## src/rtl/mdr_seq_ctrl_if.sv

```systemverilog
// Handshake bundle between the MDR sequencer and its user/datapath neighbours.
// The master drives the requests, operands and acks; the slave is the sequencer.
interface mdr_seq_ctrl_if #(
  parameter int CW = 5
);
  logic          start;
  logic [1:0]    op;
  logic          load;
  logic          w_error;
  logic          ack;
  logic          clean;
  logic          load_x;
  logic          load_y;
  logic          veri;
  logic          enable;
  logic          ready;
  logic          error;
  logic          busy;
  logic [1:0]    op_q;
  logic [CW-1:0] count;

  modport master (
    output start, op, load, w_error, ack,
    input  clean, load_x, load_y, veri, enable, ready, error, busy, op_q, count
  );

  modport slave (
    input  start, op, load, w_error, ack,
    output clean, load_x, load_y, veri, enable, ready, error, busy, op_q, count
  );
endinterface

```

## src/rtl/mdr_seq_ctrl.sv

```systemverilog
// Sequencer for the multiply/divide/square-root datapath: clear, load X, load Y,
// verify, iterate, then hold ready/error until acknowledged.
module mdr_seq_ctrl #(
  parameter int DW      = 16,
  parameter int SQRT_IT = DW / 2,
  parameter int TMO     = 255,
  parameter int CW      = $clog2(DW + 1)
) (
  input logic           clk,
  input logic           rst,
  mdr_seq_ctrl_if.slave bus
);

  typedef enum logic [3:0] {
    S_IDLE, S_CLEAN, S_WAIT_X, S_LOAD_X, S_WAIT_Y,
    S_LOAD_Y, S_VERIFY, S_CALC, S_READY, S_ERROR
  } state_t;

  localparam int            TW       = (TMO < 2) ? 1 : $clog2(TMO);
  localparam logic [TW-1:0] TMO_LAST = TW'((TMO > 0) ? TMO - 1 : 0);
  localparam logic [CW-1:0] LAST_MD  = CW'(DW - 1);
  localparam logic [CW-1:0] LAST_SQ  = CW'(SQRT_IT - 1);
  localparam logic [1:0]    OP_SQRT  = 2'd2;
  localparam logic [1:0]    OP_BAD   = 2'd3;

  state_t        state_q, state_d;
  logic [1:0]    op_r, op_d;
  logic [CW-1:0] count_q, count_d;
  logic [TW-1:0] tmo_q, tmo_d;
  logic          load_q;
  logic          ld_rise;
  logic          tmo_hit;
  logic          last_iter;
  logic          in_wait;

  assign ld_rise   = bus.load & ~load_q;
  // A load edge on the final timeout cycle still wins over the abort.
  assign tmo_hit   = (TMO != 0) && (tmo_q == TMO_LAST) && !ld_rise;
  assign last_iter = (count_q == ((op_r == OP_SQRT) ? LAST_SQ : LAST_MD));
  assign in_wait   = (state_q == S_WAIT_X) || (state_q == S_WAIT_Y);

  always_comb begin
    // NOTE: every variable gets a default before the case so no path leaves it unassigned (no latches).
    state_d = state_q;
    op_d    = op_r;
    unique case (state_q)
      S_IDLE: begin
        if (bus.start) begin
          state_d = S_CLEAN;
          op_d    = bus.op;
        end
      end
      S_CLEAN:  state_d = S_WAIT_X;
      S_WAIT_X: begin
        if (ld_rise)      state_d = S_LOAD_X;
        else if (tmo_hit) state_d = S_ERROR;
      end
      S_LOAD_X: state_d = S_WAIT_Y;
      S_WAIT_Y: begin
        if (ld_rise)      state_d = S_LOAD_Y;
        else if (tmo_hit) state_d = S_ERROR;
      end
      S_LOAD_Y: state_d = S_VERIFY;
      S_VERIFY: state_d = (bus.w_error || (op_r == OP_BAD)) ? S_ERROR : S_CALC;
      S_CALC:   if (last_iter) state_d = S_READY;
      S_READY:  if (bus.ack) state_d = S_IDLE;
      S_ERROR:  if (bus.ack) state_d = S_IDLE;
      default:  state_d = S_IDLE;
    endcase

    // Both counters restart whenever their state is (re)entered or left.
    tmo_d   = (in_wait && (state_d == state_q)) ? tmo_q + 1'b1 : '0;
    count_d = ((state_q == S_CALC) && (state_d == S_CALC)) ? count_q + 1'b1 : '0;
  end

  always_ff @(posedge clk or negedge rst) begin
    if (!rst) begin
      state_q <= S_IDLE;
      op_r    <= '0;
      count_q <= '0;
      tmo_q   <= '0;
      load_q  <= 1'b0;
    end else begin
      // NOTE: non-blocking assignments so every register samples pre-edge values.
      state_q <= state_d;
      op_r    <= op_d;
      count_q <= count_d;
      tmo_q   <= tmo_d;
      load_q  <= bus.load;
    end
  end

  assign bus.clean  = (state_q == S_CLEAN);
  assign bus.load_x = (state_q == S_LOAD_X);
  assign bus.load_y = (state_q == S_LOAD_Y);
  assign bus.veri   = (state_q == S_VERIFY);
  assign bus.enable = (state_q == S_CALC);
  assign bus.ready  = (state_q == S_READY);
  assign bus.error  = (state_q == S_ERROR);
  assign bus.busy   = (state_q != S_IDLE);
  assign bus.op_q   = op_r;
  assign bus.count  = count_q;

endmodule

```

## src/flat_wrapper.sv

```systemverilog
// flat-port wrapper written by rule: the top's interface ports become plain ports
module mdr_seq_ctrl_flat 
#(
  parameter int DW      = 16,
  parameter int SQRT_IT = DW / 2,
  parameter int TMO     = 255,
  parameter int CW      = $clog2(DW + 1)
)
  (clk, rst, bus_start, bus_op, bus_load, bus_w_error, bus_ack, bus_clean, bus_load_x, bus_load_y, bus_veri, bus_enable, bus_ready, bus_error, bus_busy, bus_op_q, bus_count);
  mdr_seq_ctrl_if #(.CW(CW)) bus_i ();
  input logic clk;
  input logic rst;
  input wire logic [$bits(bus_i.start)-1:0] bus_start;
  input wire logic [$bits(bus_i.op)-1:0] bus_op;
  input wire logic [$bits(bus_i.load)-1:0] bus_load;
  input wire logic [$bits(bus_i.w_error)-1:0] bus_w_error;
  input wire logic [$bits(bus_i.ack)-1:0] bus_ack;
  output wire logic [$bits(bus_i.clean)-1:0] bus_clean;
  output wire logic [$bits(bus_i.load_x)-1:0] bus_load_x;
  output wire logic [$bits(bus_i.load_y)-1:0] bus_load_y;
  output wire logic [$bits(bus_i.veri)-1:0] bus_veri;
  output wire logic [$bits(bus_i.enable)-1:0] bus_enable;
  output wire logic [$bits(bus_i.ready)-1:0] bus_ready;
  output wire logic [$bits(bus_i.error)-1:0] bus_error;
  output wire logic [$bits(bus_i.busy)-1:0] bus_busy;
  output wire logic [$bits(bus_i.op_q)-1:0] bus_op_q;
  output wire logic [$bits(bus_i.count)-1:0] bus_count;
  assign bus_i.start = bus_start;
  assign bus_i.op = bus_op;
  assign bus_i.load = bus_load;
  assign bus_i.w_error = bus_w_error;
  assign bus_i.ack = bus_ack;
  assign bus_clean = bus_i.clean;
  assign bus_load_x = bus_i.load_x;
  assign bus_load_y = bus_i.load_y;
  assign bus_veri = bus_i.veri;
  assign bus_enable = bus_i.enable;
  assign bus_ready = bus_i.ready;
  assign bus_error = bus_i.error;
  assign bus_busy = bus_i.busy;
  assign bus_op_q = bus_i.op_q;
  assign bus_count = bus_i.count;
  mdr_seq_ctrl #(.DW(DW), .SQRT_IT(SQRT_IT), .TMO(TMO), .CW(CW)) u_core (.clk(clk), .rst(rst), .bus(bus_i));
endmodule
```

## config.mk

```make
export PLATFORM = sky130hd
export DESIGN_NAME = mdr_seq_ctrl_flat
export DESIGN_NICKNAME = d
export VERILOG_FILES = /design/src/rtl/mdr_seq_ctrl_if.sv /design/src/rtl/mdr_seq_ctrl.sv /design/src/flat_wrapper.sv
export SDC_FILE = /design/constraint.sdc
export NUM_CORES = 1
export LEC_CHECK = 0
export BUFFER_PORTS_ARGS = -buffer_cell sky130_fd_sc_hd__buf_2
export CAP_MARGIN = 15
export CORE_MARGIN = 8
export CORE_UTILIZATION = 48
export CTS_CLUSTER_DIAMETER = 200
export DETAILED_ROUTE_END_ITERATION = 16
export PLACE_DENSITY = 0.74
export SYNTH_ARGS = -nofsm -noshare
export SYNTH_HDL_FRONTEND = slang
export SYNTH_SLANG_ARGS = --single-unit
```

## constraint.sdc

```tcl
create_clock -name clk -period 1.37 [get_ports clk]
set_input_delay 0.0685 -clock clk [delete_from_list [all_inputs] [get_ports clk]]
set_output_delay 0.0685 -clock clk [all_outputs]
set_load 0.02 [all_outputs]
```

* After elaboration in Yosys (flattened, before gate mapping)
Cells that the tools add are included.
Cells by class: add/sub/neg operators 2, eq/ne operators 15, mux-type cells 11, bitwise gates (word level) 2, reduce and logical (&&, ||, !) cells 10
Operators by type and width (count):
- 4-bit one-hot mux with 9 select lines | 1
- 4-bit 2-to-1 mux | 8
- 4-bit by 3-bit == test with 1-bit output, second input constant | 5
- 8-bit by 1-bit adder with 8-bit output, second input constant | 1
- 4-bit by 2-bit == test with 1-bit output, second input constant | 2
- 4-bit == test, second input constant | 2
- 8-bit == test, second input constant | 1
- 8-bit 2-to-1 mux | 1
- 5-bit by 1-bit adder with 5-bit output, second input constant | 1
- 5-bit == test | 1
- 5-bit 2-to-1 mux | 1
- 2-bit == test, second input constant | 2
- 4-bit by 1-bit == test with 1-bit output, second input constant | 1
- 4-bit == test | 1
- 4-bit logical NOT | 1
- 4-bit nonzero test | 1
- 1-bit logical AND | 3
- 1-bit logical OR | 2
- 2-bit AND reduction | 1
- 2-bit OR reduction | 1
- 1-bit bitwise AND | 1
- 1-bit logical NOT | 1
- 1-bit inverter | 1
Storage, ports and cells: flip-flop bits (word level) 20, input bits 8, output and inout bits 15, word-level logic and storage cells 45

* Longest topological paths before layout
depth in word-level cells 10, depth in mapped cells 6, gate-level depth less buffers 6

* Worst setup path after synthesis
No wires, ideal clock.
path kind register to register, from register u_core.state_q[3], to register u_core.count_q[3], in the netlist u_core.bus.count[3], setup time 73 ps, data arrival time 1327 ps, data required time 1297 ps, slack -30 ps, stages on the path, launching flop included 6, path buffers 1, clock period less this slack 1400 ps, path through dfrtp_1 > buf_2 > nand3b_1 > nor2_1 > o21ai_1 > nor2_1
On the way: elaborated cells between the ends (all ways) 21, those cells by class 10 x eq/ne; 8 x mux; 3 x reduce/logical
RTL lines:
- start, declared | line mdr_seq_ctrl.sv:26 | state_t state_q, state_d;
- start signal, assigned | line mdr_seq_ctrl.sv:85 | state_q <= state_d;
- 4-bit by 3-bit == test with 1-bit output (*)
- via bus_enable | line flat_wrapper.sv:22 | output wire logic [$bits(bus_i.enable)-1:0] bus_enable;
- 4-bit one-hot mux with 9 select lines | line mdr_seq_ctrl.sv:46 | unique case (state_q)
- 4-bit by 3-bit == test with 1-bit output | line mdr_seq_ctrl.sv:73 | count_d = ((state_q == S_CALC) && (state_d == S_CALC)) ? count_q + 1'b1 : '0;
- 1-bit logical AND (*) | line mdr_seq_ctrl.sv:73
- 5-bit 2-to-1 mux (*) | line mdr_seq_ctrl.sv:73
- via u_core.count_d[3] | line mdr_seq_ctrl.sv:28 | logic [CW-1:0] count_q, count_d;
- end signal, assigned | line mdr_seq_ctrl.sv:87 | count_q <= count_d;
- end, declared | line mdr_seq_ctrl.sv:28
The timed path passes the listed nets; every way through them passes the cells marked *. A chain may end at the register's enable or synchronous reset.

* Worst setup path after layout
from register u_core.state_q[3], to output bus_enable
On the way: longest elaborated chain between the ends 1
Ends and longest elaborated chain:
- 4-bit by 3-bit == test with 1-bit output | line mdr_seq_ctrl.sv:97 | assign bus.enable = (state_q == S_CALC);
- end, declared | line flat_wrapper.sv:22
Every way passes these cells.

==> out/qor.txt <==
status: finished with violations
failing checks: setup timing
final setup margin: -0.0657 ns
Avg Cell Area, Syn: 9.57 sq um
full die area: 4080 sq um
die height: 63.9 microns
layout cells sized above 1: 42.9%
fmax: 697 MHz
Core Rows: 17
# DRC: 0
initial antenna violation count: 0
met1 Track Usage GR: 16.0%
post-route cell area: 1530 sq um
Final Hold Viols: 0
global-route wire length before repair: 4450 microns
I/O pin count: 23
pin count of the biggest net entering global routing: 21
dpl cells: 166
Critical Path Fanout Max: 8
worst hold slack: 0.180 ns
drt initial violations: 57
core area: 2190 sq um
Slew Viols, Final: 0
post-route total power: 2730 uW
Worst Path Required: 1.30 ns
critical-path cell list: nand3b_1 -> nor2_2 -> buf_6
Layout area overhead: 38.5%
Slew Limit Headroom: 70.2%
Least-Margin Pin Slew: 0.447 ns
Synth cell types: 32
HP Start: bus_start
Root Buffer: clkbuf_4
cell count after synthesis: 115
clk slew on worst S/H paths: 0.11 ns
clock buffer depth: 2
total track usage: 13.5%
clock buffer count from CTS: 3
final WL: 2890 microns
syn nets: 126
# nets final: 173
fin crit share: 105%
average wire per standard cell: 15.3 microns
register bit total from synthesis: 20
remaining antenna violation count: 0
pre-CTS setup slack: 0.0244 ns
placed inst area: 1260 sq um
met2 usage: 22.3%
RR Endpoint: u_core.state_q[2]
Layout fillers: 170
crit path time final: 1.44 ns
Die Span X: 63.9 microns
gr busiest metal: met2
Min-Delay Endpoint: u_core.bus.op_q[1]
RSZ-0062 raised after global routing: yes
port buffer count: 22
Hold Path Cell Cnt: 3
Critical Path Max Stage Delay: 0.50 ns
pwr dens: 1790 nW/um^2
vias per std cell: 5.32
Pleak: 0.000705 uW
Final Setup Violations: 3
1st-pass router iterations: 4
Overflow after GRT: 0
multi-input logic area: 621 sq um
warnings from Yosys: 0
post-DP HPWL: 1860 microns
CTS tree: built
crit start category: flip-flop
Reg2Reg Setup Slack: -0.01 ns
number of global-route vias before repair: 997
Reg area: 507 sq um
H-tree depth: 1
worst hold-check path type: input pin to flip-flop
Initial Util: 50.3%
total number of vias: 1,006
met3 GRT Util: 4.18%
Final Skew: 0.00238 ns
max cap viols: 0
Clock Latency Late Sink: 0.29 ns
Post-Syn Area: 1100 sq um
worst r2r src: u_core.state_q[1]
sequential share of the synthesized area: 45.5%
worst vdd rail ir drop: 1.14 mV
ANT cells: 0
crit path kind: flip-flop to output pin
Sinks on Clock Net: 20
Reg2Reg Depth: 5
Slowest cell on crit path: dfrtp_2
final cell count without fillers: 189
Crit. End Element: output pin
RePlAce Congestion: 0.950
Worst Path Arrival: 1.37 ns
==> critical path: cells and delay by family, from the launching register on <==
kind	cells	cell delay (ns)
AND/OR/NAND/NOR	2	0.44
buffers and inverters	1	0.14
flip-flops	1	0.50
==> stage by stage <==
step	TNS (ns)	util (%)
detailed placement	0	57.6
floorplan	0	-
CTS	-0.106	63.7
global placement	0	57.6
finish	-0.110	69.6
global route	-0.703	69.6
==> synth_stat cells <==
cell type | count | area, sq um
nor2_1 | 20 | 75.1
mux2_2 | 2 | 22.5
inv_1 | 4 | 15.0
a21oi_1 | 4 | 20.0
nand2_1 | 8 | 30.0
o21ai_0 | 2 | 10.0
o31a_1 | 1 | 8.76
buf_4 | 2 | 15.0
o21ai_1 | 2 | 10.0
a32oi_1 | 1 | 8.76
nor2b_1 | 2 | 12.5
xnor2_1 | 5 | 43.8
o311ai_1 | 1 | 8.76
and2_1 | 2 | 12.5
a31oi_1 | 1 | 6.26
nor2b_4 | 1 | 13.8
and4_1 | 1 | 8.76
xnor2_2 | 1 | 16.3
o311ai_4 | 1 | 26.3
xor2_1 | 5 | 43.8
nand2b_1 | 3 | 18.8
ha_1 | 3 | 37.5
a21o_1 | 1 | 7.51
dfrtp_1 | 20 | 500
nand3b_1 | 2 | 15.0
o22ai_1 | 1 | 6.26
and3_1 | 3 | 18.8
nor3_1 | 5 | 25.0
nor3_2 | 1 | 10.0
nand3_1 | 7 | 35.0
buf_2 | 2 | 10.0
a311oi_1 | 1 | 8.76
==> registers in the layout, summed over array words and instances, names as in the netlist <==
name / cells
u_core.load_q: 1
u_core.bus.count: 5
u_core.state_q: 4
u_core.bus.op_q: 2
u_core.tmo_q: 8
==> cells by family (layout without fill, tap and decap cells) <==
family                     count (synthesis)  after routing  share of synthesized area (%)
buffers and inverters                      8             54                           3.64
muxes                                      2              2                           2.05
adders and majority gates                  3              3                           3.41
and+or+nand+nor                           55             55                           25.0
xor gates and xnor gates                  11             11                           9.43
DFF                                       20             20                           45.5
AOI/OAI and AO/OA                         16             16                           11.0
==> layout by cell type (no fill, tap or decap), types with 2 or more instances in the layout <==
master          n
buf_4          22
buf_2          19
dfrtp_1        15
nor2_1         14
nand2_1         7
nand3_1         7
nor2_2          5
xor2_1          5
dfrtp_2         5
inv_1           4
nor3_1          4
a21oi_1         4
xnor2_1         4
dlygate4sd3_1   4
nand2b_1        3
o21ai_1         3
clkbuf_4        3
nand3b_1        2
nor3_2          2
and3_1          2
nor2b_4         2
and2_1          2
xnor2_2         2
mux2_2          2
ha_1            2
==> how the worst max path moves through the flow <==
| stage | slack, ns | to | depth (start not counted) | from |
|---|---|---|---|---|
| finish | -0.07 | bus_enable | 3 | u_core.state_q[3] |
| global placement | 0.06 | u_core.state_q[0] | 4 | u_core.bus.count[0] |
| floorplan | 0.009 | u_core.state_q[0] | 4 | u_core.bus.count[1] |
| CTS | -0.05 | bus_enable | 3 | u_core.state_q[3] |
| global route | -0.12 | bus_enable | 3 | u_core.state_q[3] |
| detailed placement | 0.02 | u_core.tmo_q[7] | 6 | u_core.tmo_q[0] |
==> per-layer routing <==
layer / wire length [microns] / part of all wire, %
met4: 23 / 0.80
met3: 203 / 7.0
met2: 1450 / 50
met1: 1210 / 42
met5: 0 / 0
==> report_power, final <==
group / internal, uW / total, uW / switching [uW]
registers: 713 / 867 / 155
clock network: 162 / 339 / 177
logic: 709 / 1520 / 814
==> timing repair <==
action | in CTS | in global routing
endpoints found under the setup margin | 8 | 24
hold buffers | 4 | 0
hold endpoints to repair | 23 | 0
setup buffers | 5 | 10
pin swaps | 0 | 6
resized for setup | 10 | 15
==> area by class of cell <==
class                      instances  area share, %
clock buffer                       4           2.38
timing repair buffer              46           20.4
inverter                           4          0.984
sequential                        20           33.2
multi-input combinational         87           40.7
tap                               28           2.30
Power figures use the tool's default switching activity.
